### src/rtl/rr4x4_seq_mult_ctrl.sv
// rr4x4_seq_mult_ctrl
// Sequential 4x4 unsigned multiplier. The operands are split into a 1-bit high
// part and a 3-bit low part. A single shared 3x3 multiply unit produces one
// partial product per cycle over four PP steps, and each partial product is
// added into an 8-bit accumulator.
// The input and output sides each use a valid/ready handshake.
// Optional feature: define RR4X4_ZERO_SKIP_EN to make a zero operand bypass
// the PP steps and go straight to DONE with a zero product.
module rr4x4_seq_mult_ctrl (
    input  logic       clk,
    input  logic       rst,
    input  logic       in_valid,
    output logic       in_ready,
    input  logic [3:0] in_a,
    input  logic [3:0] in_b,
    output logic       out_valid,
    input  logic       out_ready,
    output logic [7:0] out_p,
    output logic       busy,
    output logic [1:0] step
);

    typedef enum logic [1:0] {
        S_IDLE = 2'd0,
        S_PP   = 2'd1,
        S_DONE = 2'd2
    } state_t;

    state_t     r_state;
    logic [3:0] r_a;
    logic [3:0] r_b;
    logic [7:0] r_acc;
    logic [1:0] r_step;
    logic       r_in_ready;
    logic       r_out_valid;
    logic       r_busy;

    logic [2:0] w_mul_a;
    logic [2:0] w_mul_b;
    logic [5:0] w_pp;
    logic [7:0] w_pp_ext;
    logic [7:0] w_addend;
    logic       w_xfer;
`ifdef RR4X4_ZERO_SKIP_EN
    logic       w_zero_op;
`endif

    assign w_xfer = in_valid & r_in_ready;
`ifdef RR4X4_ZERO_SKIP_EN
    assign w_zero_op = (in_a == 4'd0) || (in_b == 4'd0);
`endif

    // Operand mux for the shared multiply unit.
    // step[1] selects A_H over A_L, and step[0] selects B_H over B_L.
    // The 1-bit high parts are zero-extended to 3 bits.
    always_comb begin
        w_mul_a = r_step[1] ? {2'b00, r_a[3]} : r_a[2:0];
        w_mul_b = r_step[0] ? {2'b00, r_b[3]} : r_b[2:0];
    end

    // Shared 3x3 multiply, then weight the partial product by its bit position.
    always_comb begin
        w_pp     = {3'b000, w_mul_a} * {3'b000, w_mul_b};
        w_pp_ext = {2'b00, w_pp};
        case (r_step)
            2'd0:    w_addend = w_pp_ext;
            2'd1:    w_addend = w_pp_ext << 3;
            2'd2:    w_addend = w_pp_ext << 3;
            default: w_addend = w_pp_ext << 6;
        endcase
    end

    // Control FSM, datapath registers and registered handshake/status outputs.
    always_ff @(posedge clk or posedge rst) begin
        if (rst) begin
            r_state     <= S_IDLE;
            r_a         <= '0;
            r_b         <= '0;
            r_acc       <= '0;
            r_step      <= '0;
            r_in_ready  <= 1'b1;
            r_out_valid <= 1'b0;
            r_busy      <= 1'b0;
        end else begin
            case (r_state)
                S_IDLE: begin
                    if (w_xfer) begin
                        r_a        <= in_a;
                        r_b        <= in_b;
                        r_acc      <= '0;
                        r_step     <= '0;
                        r_in_ready <= 1'b0;
                        r_busy     <= 1'b1;
`ifdef RR4X4_ZERO_SKIP_EN
                        if (w_zero_op) begin
                            r_state     <= S_DONE;
                            r_out_valid <= 1'b1;
                        end else begin
                            r_state <= S_PP;
                        end
`else
                        r_state <= S_PP;
`endif
                    end
                end
                S_PP: begin
                    r_acc <= r_acc + w_addend;
                    if (r_step == 2'd3) begin
                        r_state     <= S_DONE;
                        r_step      <= '0;
                        r_out_valid <= 1'b1;
                    end else begin
                        r_step <= r_step + 2'd1;
                    end
                end
                S_DONE: begin
                    if (out_ready) begin
                        r_state     <= S_IDLE;
                        r_out_valid <= 1'b0;
                        r_busy      <= 1'b0;
                        r_in_ready  <= 1'b1;
                    end
                end
                default: begin
                    r_state     <= S_IDLE;
                    r_step      <= '0;
                    r_in_ready  <= 1'b1;
                    r_out_valid <= 1'b0;
                    r_busy      <= 1'b0;
                end
            endcase
        end
    end

    assign in_ready  = r_in_ready;
    assign out_valid = r_out_valid;
    assign out_p     = r_acc;
    assign busy      = r_busy;
    assign step      = r_step;

endmodule

### config.mk
export PLATFORM = sky130hd
export DESIGN_NAME = rr4x4_seq_mult_ctrl
export DESIGN_NICKNAME = d
export VERILOG_FILES = /design/src/rtl/rr4x4_seq_mult_ctrl.sv
export SDC_FILE = /design/constraint.sdc
export NUM_CORES = 1
export LEC_CHECK = 0
export CAP_MARGIN = 20
export CORE_MARGIN = 5
export CORE_UTILIZATION = 35
export DETAILED_ROUTE_END_ITERATION = 10
export SLEW_MARGIN = 10
export SYNTH_ARGS = -nofsm -noshare
export SYNTH_HDL_FRONTEND = slang
export SYNTH_SLANG_ARGS = --single-unit
export TNS_END_PERCENT = 1
### constraint.sdc
create_clock -name clk -period 3.9 [get_ports clk]
set_input_delay 0.585 -clock clk [delete_from_list [all_inputs] [get_ports clk]]
set_output_delay 0.585 -clock clk [all_outputs]
set_load 0.05 [all_outputs]
Word-level counts from Yosys, hierarchy flattened
Cells that the tools add are included.

Flip-flop bits (word level): 23. Latch bits: 0. Memory bits (writable): 0. ROM bits: 0. Input port bits: 12. Output and inout port bits: 13. Word-level logic and storage cells: 53. Memories: 0.

Add/sub/neg operators: 2. $mul: 1. Divide/modulo/power cells: 0. $lt $le $gt $ge: 0. Equal/unequal tests: 8. Shifts and indexed selects: 0. Multiplexer cells: 20. Bitwise gates (word level): 4. Reductions and logical operators: 10.

Operator list (number): 8-bit one-hot mux with 2 select lines (2); 2-bit one-hot mux with 3 select lines (2); 2-bit 2-to-1 mux (5); 1-bit one-hot mux with 3 select lines (3); 3-bit AND reduction (3); 8-bit adder (1); 8-bit 2-to-1 mux (1); 2-bit equality test (second input constant) (3); 3-bit by 3-bit multiplier with 6-bit output (1); 3-bit 2-to-1 mux (2); 2-bit != test (second input constant) (3); 2-bit AND reduction (3); 1-bit 2-to-1 mux (5); 2-bit by 1-bit equality test with 1-bit output (second input constant) (2); 2-bit zero test (2); 1-bit inverter (3); 2-bit by 1-bit adder with 2-bit output (second input constant) (1); 2-bit nonzero test (1); 2-bit OR reduction (1); 1-bit AND (1).

Logic depth before layout (Yosys ltp)
Gate-level depths: netlist (run 1).

Depth in word-level cells: 5. Mapped depth: 16. Gate-level depth less buffers: 16.

Worst setup path before layout (run 1)
OpenSTA, ideal clock, no wires.

Path type: register -> register. Start point: reg r_step[1] (netlist: step[1]). End point: reg r_acc[7] (netlist: out_p[7]). Library setup time: 0.127 ns. Data arrival time: 3.772 ns. Required time: 3.773 ns. Path slack: 0.001 ns. Stages on the path, launching flop included: 16. Path buffers: 0. Clock period less this slack: 3.899 ns. Path through: dfrtp_1 -> mux2i_1 -> or2_2 -> fa_1 -> inv_1 -> ha_1 -> fa_1 -> xor2_1 -> a22oi_1 -> nor2_1 -> ha_1 -> a21o_1 -> a31o_2 -> a21oi_1 -> xor2_1 -> o22ai_1.

Cells in the longest elaborated chain, start to end: 5. Elaborated cells between the ends (all ways): 9. Classes of those cells: add/sub (1); mul (1); eq/ne (2); mux (3); reduce/logical (2).

RTL lines: start: declaration (RTL line 33) `logic [1:0] r_step;`; start signal: assignment (RTL line 113) `r_step <= r_step + 2'd1;`; 3-bit 2-to-1 mux, or another cell as far along (RTL line 57) `w_mul_a = r_step[1] ? {2'b00, r_a[3]} : r_a[2:0];`; 3-bit by 3-bit multiplier with 6-bit output / 2-bit OR reduction (equally long branches); 8-bit one-hot mux with 2 select lines (*) (RTL line 65) `case (r_step)`; 8-bit adder (*) (RTL line 107) `r_acc <= r_acc + w_addend;`; 8-bit one-hot mux with 2 select lines (*) (RTL line 85) `case (r_state)`; end signal: assignment (RTL line 107); end: declaration (RTL line 32) `logic [7:0] r_acc;`.

Mark *: on every way between the ends. The rest lies on a longest branch, timed or not. A chain may end at the register's enable or synchronous reset.

Worst setup path in the final report (run 1)
Start point: reg r_step[0] (netlist: step[0]). End point: reg r_acc[7] (netlist: out_p[7]).

Cells in the longest elaborated chain, start to end: 5. Elaborated cells between the ends (all ways): 9. Classes of those cells: add/sub (1); mul (1); eq/ne (2); mux (3); reduce/logical (2).

RTL lines: 3-bit 2-to-1 mux, or another cell as far along (RTL line 58) `w_mul_b = r_step[0] ? {2'b00, r_b[3]} : r_b[2:0];`; 3-bit by 3-bit multiplier with 6-bit output / 2-bit OR reduction (equally long branches); 8-bit one-hot mux with 2 select lines (*) (RTL line 65); 8-bit adder (*) (RTL line 107); 8-bit one-hot mux with 2 select lines (*) (RTL line 85).

Marks and branches as above.

==> impl_metrics.py, run 1 <==
metrics = {
    "run_status": {
        "status": "finished clean",
    },
    "power": {
        "netSwitchingFraction_pct": 47.5,
        "p_seq_share_pct": 28.5,
        "internal-power_w": 0.000796,
        "p_clk_share_pct": 10.3,
        "netSwitchingPower_w": 0.000721,
        "leakagePower_nw": 0.878,
        "combPwrFrac_pct": 61.2,
        "p_per_area_nw_per_um2": 795,
        "ir_drop_v": 0.000312,
    },
    "timing": {
        "worst_pin_slew_ps": 950,
        "clock.fmax_mhz": 268,
        "rsz0062_at_grt": "false",
        "final_max_slew_viol_count": 0,
        "max_slew_margin_pct": 36.6,
        "period_needed_ps": 3730,
        "finalSetupViolCount": 0,
        "skew_ps": 1.57,
        "hold_violations": 0,
        "tns_ps": 0,
        "timing.final.crit_share_pct": 95.6,
    },
    "setup_path": {
        "worstPathRequired_ps": 4020,
        "cp-end-kind": "flip-flop",
        "cp_max_fo": 6,
        "critPathKind": "reg2reg",
        "reg2reg_depth": 15,
        "cp_data_arrival_time_ps": 3850,
        "cp-start-kind": "flip-flop",
        "r2r_slack_ps": 170,
        "rr_endpoint": "out_p[7]$_DFFE_PP0P_",
        "regToRegStartpoint": "step[0]$_DFFE_PP0P_",
    },
    "clocking": {
        "ctsHtreeMaxLevel": 1,
        "cts_made_buffers": 3,
        "clock_path_buffers": 2,
        "clkTransAtPathRegs_ps": 90,
        "cts_tree": "built",
        "cts.sinks": 23,
        "hold_buffers": 0,
        "cts_root_buffer": "clkbuf_8",
        "clk_latency_ps": 270,
    },
    "yosys": {
        "netlist_area_um2": 1560,
        "synth_edf_count": 0,
        "async_reset_ff_share_pct": 100,
        "syn_avg_cell_area_um2": 9.68,
        "synth_top_area_cell": "dfrtp_1",
        "synth_nets": 190,
        "ys_seq_elements": 23,
        "netlist.area_leader.share_pct": 35.3,
        "netlist_instances": 161,
        "synth_top_flop_cell": "dfrtp_1",
        "ys_top_cells_by_area": "dfrtp_1 35%, ha_1 11%, nand2_1 6.0%, mux2_2 5.8%, fa_1 3.9%",
        "yosys_warnings": 0,
        "synth-seq-area-share_pct": 37.0,
        "synthDistinctLibCells": 38,
    },
    "hold_path": {
        "hold_path_class": "reg2reg",
        "min_from": "r_b[2]$_DFFE_PP0P_",
        "holdPathEnd": "r_b[2]$_DFFE_PP0P_",
        "holdPathStages": 1,
    },
    "global_route": {
        "grt_usage_pct": 11.8,
        "grt_most_used_layer": "met2",
        "grt_max_degree": 24,
        "met3_usage_pct": 2.34,
        "met2_usage_pct": 18.7,
        "grt_overflow": 0,
        "grt_pass1_vias": 1252,
        "grt_pass1_wl_mm": 5.75,
        "antenna_found_initial": 0,
        "use_met1_pct": 15.8,
    },
    "job": {
        "maxCapViolCount": 0,
    },
    "route": {
        "viasPerCell": 5.27,
        "ant_nets": 0,
        "drtPass1Iterations": 6,
        "totalWireLength_mm": 3.44,
        "vias": 1250,
        "drtIter0Drc": 20,
        "drc": 0,
        "wire_per_inst_um": 14.5,
    },
    "finish": {
        "nFillCells": 448,
        "drive_gt1_share_pct": 16.2,
        "stdcell_count": 237,
        "insertedDiodeCount": 0,
        "syn2layout_area_growth_pct": 22.4,
        "nets": 215,
    },
    "placement": {
        "dpl.hpwl_mm": 2.57,
        "post-place-cells": 231,
        "io_buffers": 24,
        "finalWeightedCongestion": 0.881,
    },
    "floorplanning": {
        "dieArea_um2": 5890,
        "start_util_pct": 36.1,
        "die_y_um": 76.7,
        "coreArea_um2": 4320,
        "boundaryPins": 25,
        "die_x_um": 76.7,
        "rows": 24,
    },
}
-- per-layer routing --
metal / wire [um] / vias up
met2: 1710 / 25
met4: 36 / 0
met5: 0 / -
met1: 1590 / 611
met3: 102 / 4
li1: - / 610
-- critical path, stage by stage, from the launching register on --
cell and delay [ps]:
dfrtp_2 470, mux2i_2 200, or2_2 330, fa_1 480, inv_1 40, ha_2 180, fa_2 330, xor2_1 180
a22oi_1 170, nor2_1 60, ha_1 320, a21o_1 200, a31o_2 250, a21oi_2 110, xor2_1 170, o22ai_1 90
-- power by group through the flow --
stage / Clock [W] / Sequential, W / Combinational (W)
4_1_cts: 0.000161 / 0.000420 / 0.000879
2_1_floorplan: 0 / 0.000552 / 0.000530
3_5_place_dp: 0 / 0.000424 / 0.000877
3_3_place_gp: 0 / 0.000420 / 0.000853
6_report: 0.000157 / 0.000432 / 0.000928
5_1_grt: 0.000170 / 0.000449 / 0.00102
-- registers in the layout, indices dropped and copies added, names as in the netlist --
register and flops:
out_p 8, r_a 4, r_b 4, r_state 2, step 2, busy 1
in_ready 1, out_valid 1
-- cell families after synthesis --
kind of cell	share of synthesized area, %
AO/OA/AOI/OAI	13.3
XOR/XNOR	3.93
adder cells (fa/ha/maj)	15.1
buffers and inverters	4.74
flip-flops	37.0
multiplexers	7.70
AND/OR/NAND/NOR	18.2
-- what timing repair did --
action	CTS	global route
setup endpoints to repair	0	2
buffers inserted	0	2
resized for setup	0	11
-- synthesized netlist by cell type (2+ instances only) --
cell type / n
a21oi_1: 7
fa_1: 3
ha_1: 14
a22oi_1: 3
inv_1: 7
nor2_1: 14
xor2_1: 2
dfrtp_1: 22
nor2b_1: 3
mux2i_1: 3
xnor2_1: 5
buf_2: 2
or2_2: 2
o22ai_1: 5
nand2_1: 25
o21ai_0: 7
o21bai_1: 2
nand2b_1: 2
mux2_2: 8
nor3_1: 2
buf_6: 3
and3b_1: 2
a21o_1: 3
-- final cells by class --
type	instances	area (um^2)	area share, %
clock buffer	3	41.3	2.16
multi-input combinational	125	936	49.0
inverter	7	26.3	1.38
clock inverter	1	5.00	0.262
tap	52	65.1	3.41
timing repair buffer	26	255	13.4
sequential	23	579	30.4
-- placed cells by master, fill, tap and decap left out, types with 2 or more instances in the layout --
cell type and n:
fa_1 2, nor2_1 14, inv_2 2, o21ai_0 7, mux2_2 8, nand2b_1 2, and3b_1 2, inv_1 5
nor3_1 2, a21o_1 3, nand2_1 25, dfrtp_1 20, o22ai_1 5, xor2_1 2, ha_1 13, a22oi_1 3
nor2b_1 3, a21oi_1 6, buf_4 2, clkdlybuf4s50_1 24, dfrtp_2 2, xnor2_1 5, clkbuf_8 3, o21bai_1 2
-- metrics by stage --
stage | power [W] | util, % | setup WS [ps] | cell area [um^2] | hold WS [ps]
floorplan | 0.00108 | - | 1.22 | 1560 | 480
finish | 0.00152 | 44.1 | 170 | 1910 | 526
CTS | 0.00146 | 43.1 | 33.4 | 1860 | 521
global placement | 0.00127 | 42.0 | 164 | 1820 | 497
global route | 0.00164 | 44.1 | 8.15 | 1910 | 548
detailed placement | 0.00130 | 42.0 | 43.6 | 1820 | 500
-- how the worst max path moves through the flow --
stage,startpoint,endpoint,slack (ps),cells after the start
after floorplan,step[1]$_DFFE_PP0P_,out_p[7]$_DFFE_PP0P_,1,15
after global placement,step[0]$_DFFE_PP0P_,out_p[7]$_DFFE_PP0P_,160,16
after detailed placement,step[0]$_DFFE_PP0P_,out_p[7]$_DFFE_PP0P_,40,16
after CTS,step[0]$_DFFE_PP0P_,out_p[7]$_DFFE_PP0P_,30,16
after global routing,step[0]$_DFFE_PP0P_,out_p[7]$_DFFE_PP0P_,8,15
final,step[0]$_DFFE_PP0P_,out_p[7]$_DFFE_PP0P_,170,15
(Power assumes the default switching activity.)
==> inputs of run 2 (changes only) <==
--- a/config.mk
+++ b/config.mk
@@ -6,9 +6,12 @@
 export NUM_CORES = 1
 export LEC_CHECK = 0
 export CAP_MARGIN = 20
+export CELL_PAD_IN_SITES_DETAIL_PLACEMENT = 0
+export CELL_PAD_IN_SITES_GLOBAL_PLACEMENT = 1
 export CORE_MARGIN = 5
 export CORE_UTILIZATION = 35
 export DETAILED_ROUTE_END_ITERATION = 10
+export PLACE_DENSITY_LB_ADDON = 0.1
 export SLEW_MARGIN = 10
 export SYNTH_ARGS = -nofsm -noshare
 export SYNTH_HDL_FRONTEND = slang
==> impl_metrics.py, run 2 (same netlist as run 1, synthesis figures left out) <==
metrics = {
    "run_status": {
        "status": "finished clean",
    },
    "setup_path": {
        "crit_cells": 15,
        "path_delay_family": "adder cells",
        "slowest_delay_ps": 530,
        "reg2reg_depth": 15,
        "path_buf_inv": 1,
        "cp-start-kind": "flip-flop",
        "crit_slowest_cell": "fa_1",
        "cp_data_arrival_time_ps": 3880,
        "critPathKind": "reg2reg",
        "r2r_slack_ps": 140,
        "crit_chain": "mux2i_4 -> or2_4 -> fa_1 -> inv_1 -> ha_2 -> fa_2 -> xor2_2 -> a22oi_2 -> nor2_1 -> ha_1 -> a21o_1 -> a31o_2 -> a21oi_2 -> xor2_1 -> o22ai_1",
        "worstPathRequired_ps": 4020,
        "cp-end-kind": "flip-flop",
        "cp_max_fo": 5,
    },
    "global_route": {
        "antenna_found_initial": 0,
        "grt_pass1_wl_mm": 5.89,
        "grt_pass1_vias": 1234,
        "grt_overflow": 0,
        "grt_max_degree": 24,
        "grt_usage_pct": 12.2,
    },
    "job": {
        "maxCapViolCount": 0,
    },
    "timing": {
        "worst_pin_slew_ps": 778,
        "tns_ps": 0,
        "final_max_slew_viol_count": 0,
        "period_needed_ps": 3760,
        "skew_ps": 8.38,
        "clock.fmax_mhz": 266,
        "hold_violations": 0,
        "finalSetupViolCount": 0,
        "max_slew_margin_pct": 48.0,
        "timing.final.crit_share_pct": 96.3,
    },
    "finish": {
        "nFillCells": 438,
        "fin_area_um2": 1960,
        "largest_reg_flops": 8,
        "nets": 218,
        "syn2layout_area_growth_pct": 25.9,
        "drive_gt1_share_pct": 18.6,
        "final_cell_mix": "25 x nand2_1, 24 x clkdlybuf4s50_1, 20 x dfrtp_1",
        "insertedDiodeCount": 0,
        "layout_commonest_cell": "nand2_1",
    },
    "route": {
        "drtPass1Iterations": 4,
        "viasPerCell": 5.13,
        "vias": 1231,
        "ant_nets": 0,
        "totalWireLength_mm": 3.51,
        "wire_per_inst_um": 14.6,
        "drtIter0Drc": 33,
        "drc": 0,
    },
    "clocking": {
        "clock_path_buffers": 2,
        "cts_root_buffer": "clkbuf_8",
        "clk_latency_ps": 270,
        "ctsHtreeMaxLevel": 1,
        "cts_tree": "built",
        "clkTransAtPathRegs_ps": 100,
        "cts.sinks": 23,
        "cts_made_buffers": 3,
    },
    "power": {
        "leakagePower_nw": 0.901,
        "p_per_area_nw_per_um2": 785,
        "ir_drop_v": 0.000402,
    },
    "floorplanning": {
        "start_util_pct": 36.1,
        "dieArea_um2": 5890,
        "rows": 24,
        "boundaryPins": 25,
        "die_x_um": 76.7,
        "coreArea_um2": 4320,
        "die_y_um": 76.7,
    },
    "hold_path": {
        "holdPathStages": 1,
        "hold_path_class": "reg2reg",
    },
    "placement": {
        "dpl.hpwl_mm": 2.56,
        "place_area_um2": 1820,
        "io_buffers": 24,
        "finalWeightedCongestion": 0.894,
    },
}
-- run 2: per-layer routing --
layer  track usage [%]  wire length [um]  up-vias
met5                 0                 0        -
met4              3.15                45        0
met3              2.93               159        6
met2              19.5              1660       24
met1              16.5              1650      587
li1                  -                 -      614
-- run 2: report_power, final --
group	internal (W)	switching [W]	leakage (nW)
clock	0.0000715	0.0000871	0.0255
sequential	0.000332	0.0000957	0.281
combinational	0.000412	0.000543	0.594
total	0.000816	0.000726	0.901
-- run 2: final timing paths --
| path | endpoint | start |
|---|---|---|
| worst max-delay path | out_p[7]$_DFFE_PP0P_ | step[1]$_DFFE_PP0P_ |
| worst min-delay path | r_a[2]$_DFFE_PP0P_ | r_a[2]$_DFFE_PP0P_ |
| worst max register to register | out_p[7]$_DFFE_PP0P_ | step[1]$_DFFE_PP0P_ |
| worst min register to register | r_a[2]$_DFFE_PP0P_ | r_a[2]$_DFFE_PP0P_ |
| max in group asynchronous | in_ready$_DFFE_PP1P_ | rst |
| min in group asynchronous | r_b[2]$_DFFE_PP0P_ | rst |
-- run 2: area by class of cell --
type	count	area [um^2]	area share (%)
Timing Repair Buffer	29	298	15.2
Inverter	7	26.3	1.34
Tap cell	52	65.1	3.31
Clock inverter	1	5.00	0.255
Multi-Input combinational cell	125	948	48.3
Clock buffer	3	41.3	2.10
Sequential cell	23	579	29.5
-- run 2: per-stage QoR --
| stage | hold slack (ps) | worst slack [ps] | cells | util [%] | total power [W] |
|---|---|---|---|---|---|
| after floorplan | 480 | 1.22 | 161 | - | 0.00108 |
| after global placement | 489 | 150 | 231 | 42.0 | 0.00129 |
| after detailed placement | 496 | 27.8 | 231 | 42.0 | 0.00130 |
| after CTS | 519 | 31.7 | 235 | 43.1 | 0.00147 |
| after global routing | 545 | -14.7 | 240 | 45.4 | 0.00167 |
| final | 524 | 145 | 240 | 45.4 | 0.00154 |
-- run 2: what timing repair did --
action | CTS | global route
hold buffers | 0 | 0
endpoints found under the setup margin | 0 | 2
resized for setup | 0 | 13
setup buffers | 0 | 4
-- run 2: worst reg2reg max path, cell delays in order (launching register included) --
cell     delay [ps]
dfrtp_2         460
mux2i_4         210
or2_4           260
fa_1            530
inv_1            50
ha_2            190
fa_2            360
xor2_2          190
a22oi_2         150
nor2_1           60
ha_1            360
a21o_1          200
a31o_2          250
a21oi_2         110
xor2_1          150
o22ai_1          80
==> inputs of run 3 (changes only) <==
--- a/config.mk
+++ b/config.mk
@@ -12,6 +12,7 @@
 export CORE_UTILIZATION = 35
 export DETAILED_ROUTE_END_ITERATION = 10
 export PLACE_DENSITY_LB_ADDON = 0.1
+export SKIP_LAST_GASP = 1
 export SLEW_MARGIN = 10
 export SYNTH_ARGS = -nofsm -noshare
 export SYNTH_HDL_FRONTEND = slang
==> results of run 3 <==
The final DEF is identical to that of run 2; final timing and power are the same.
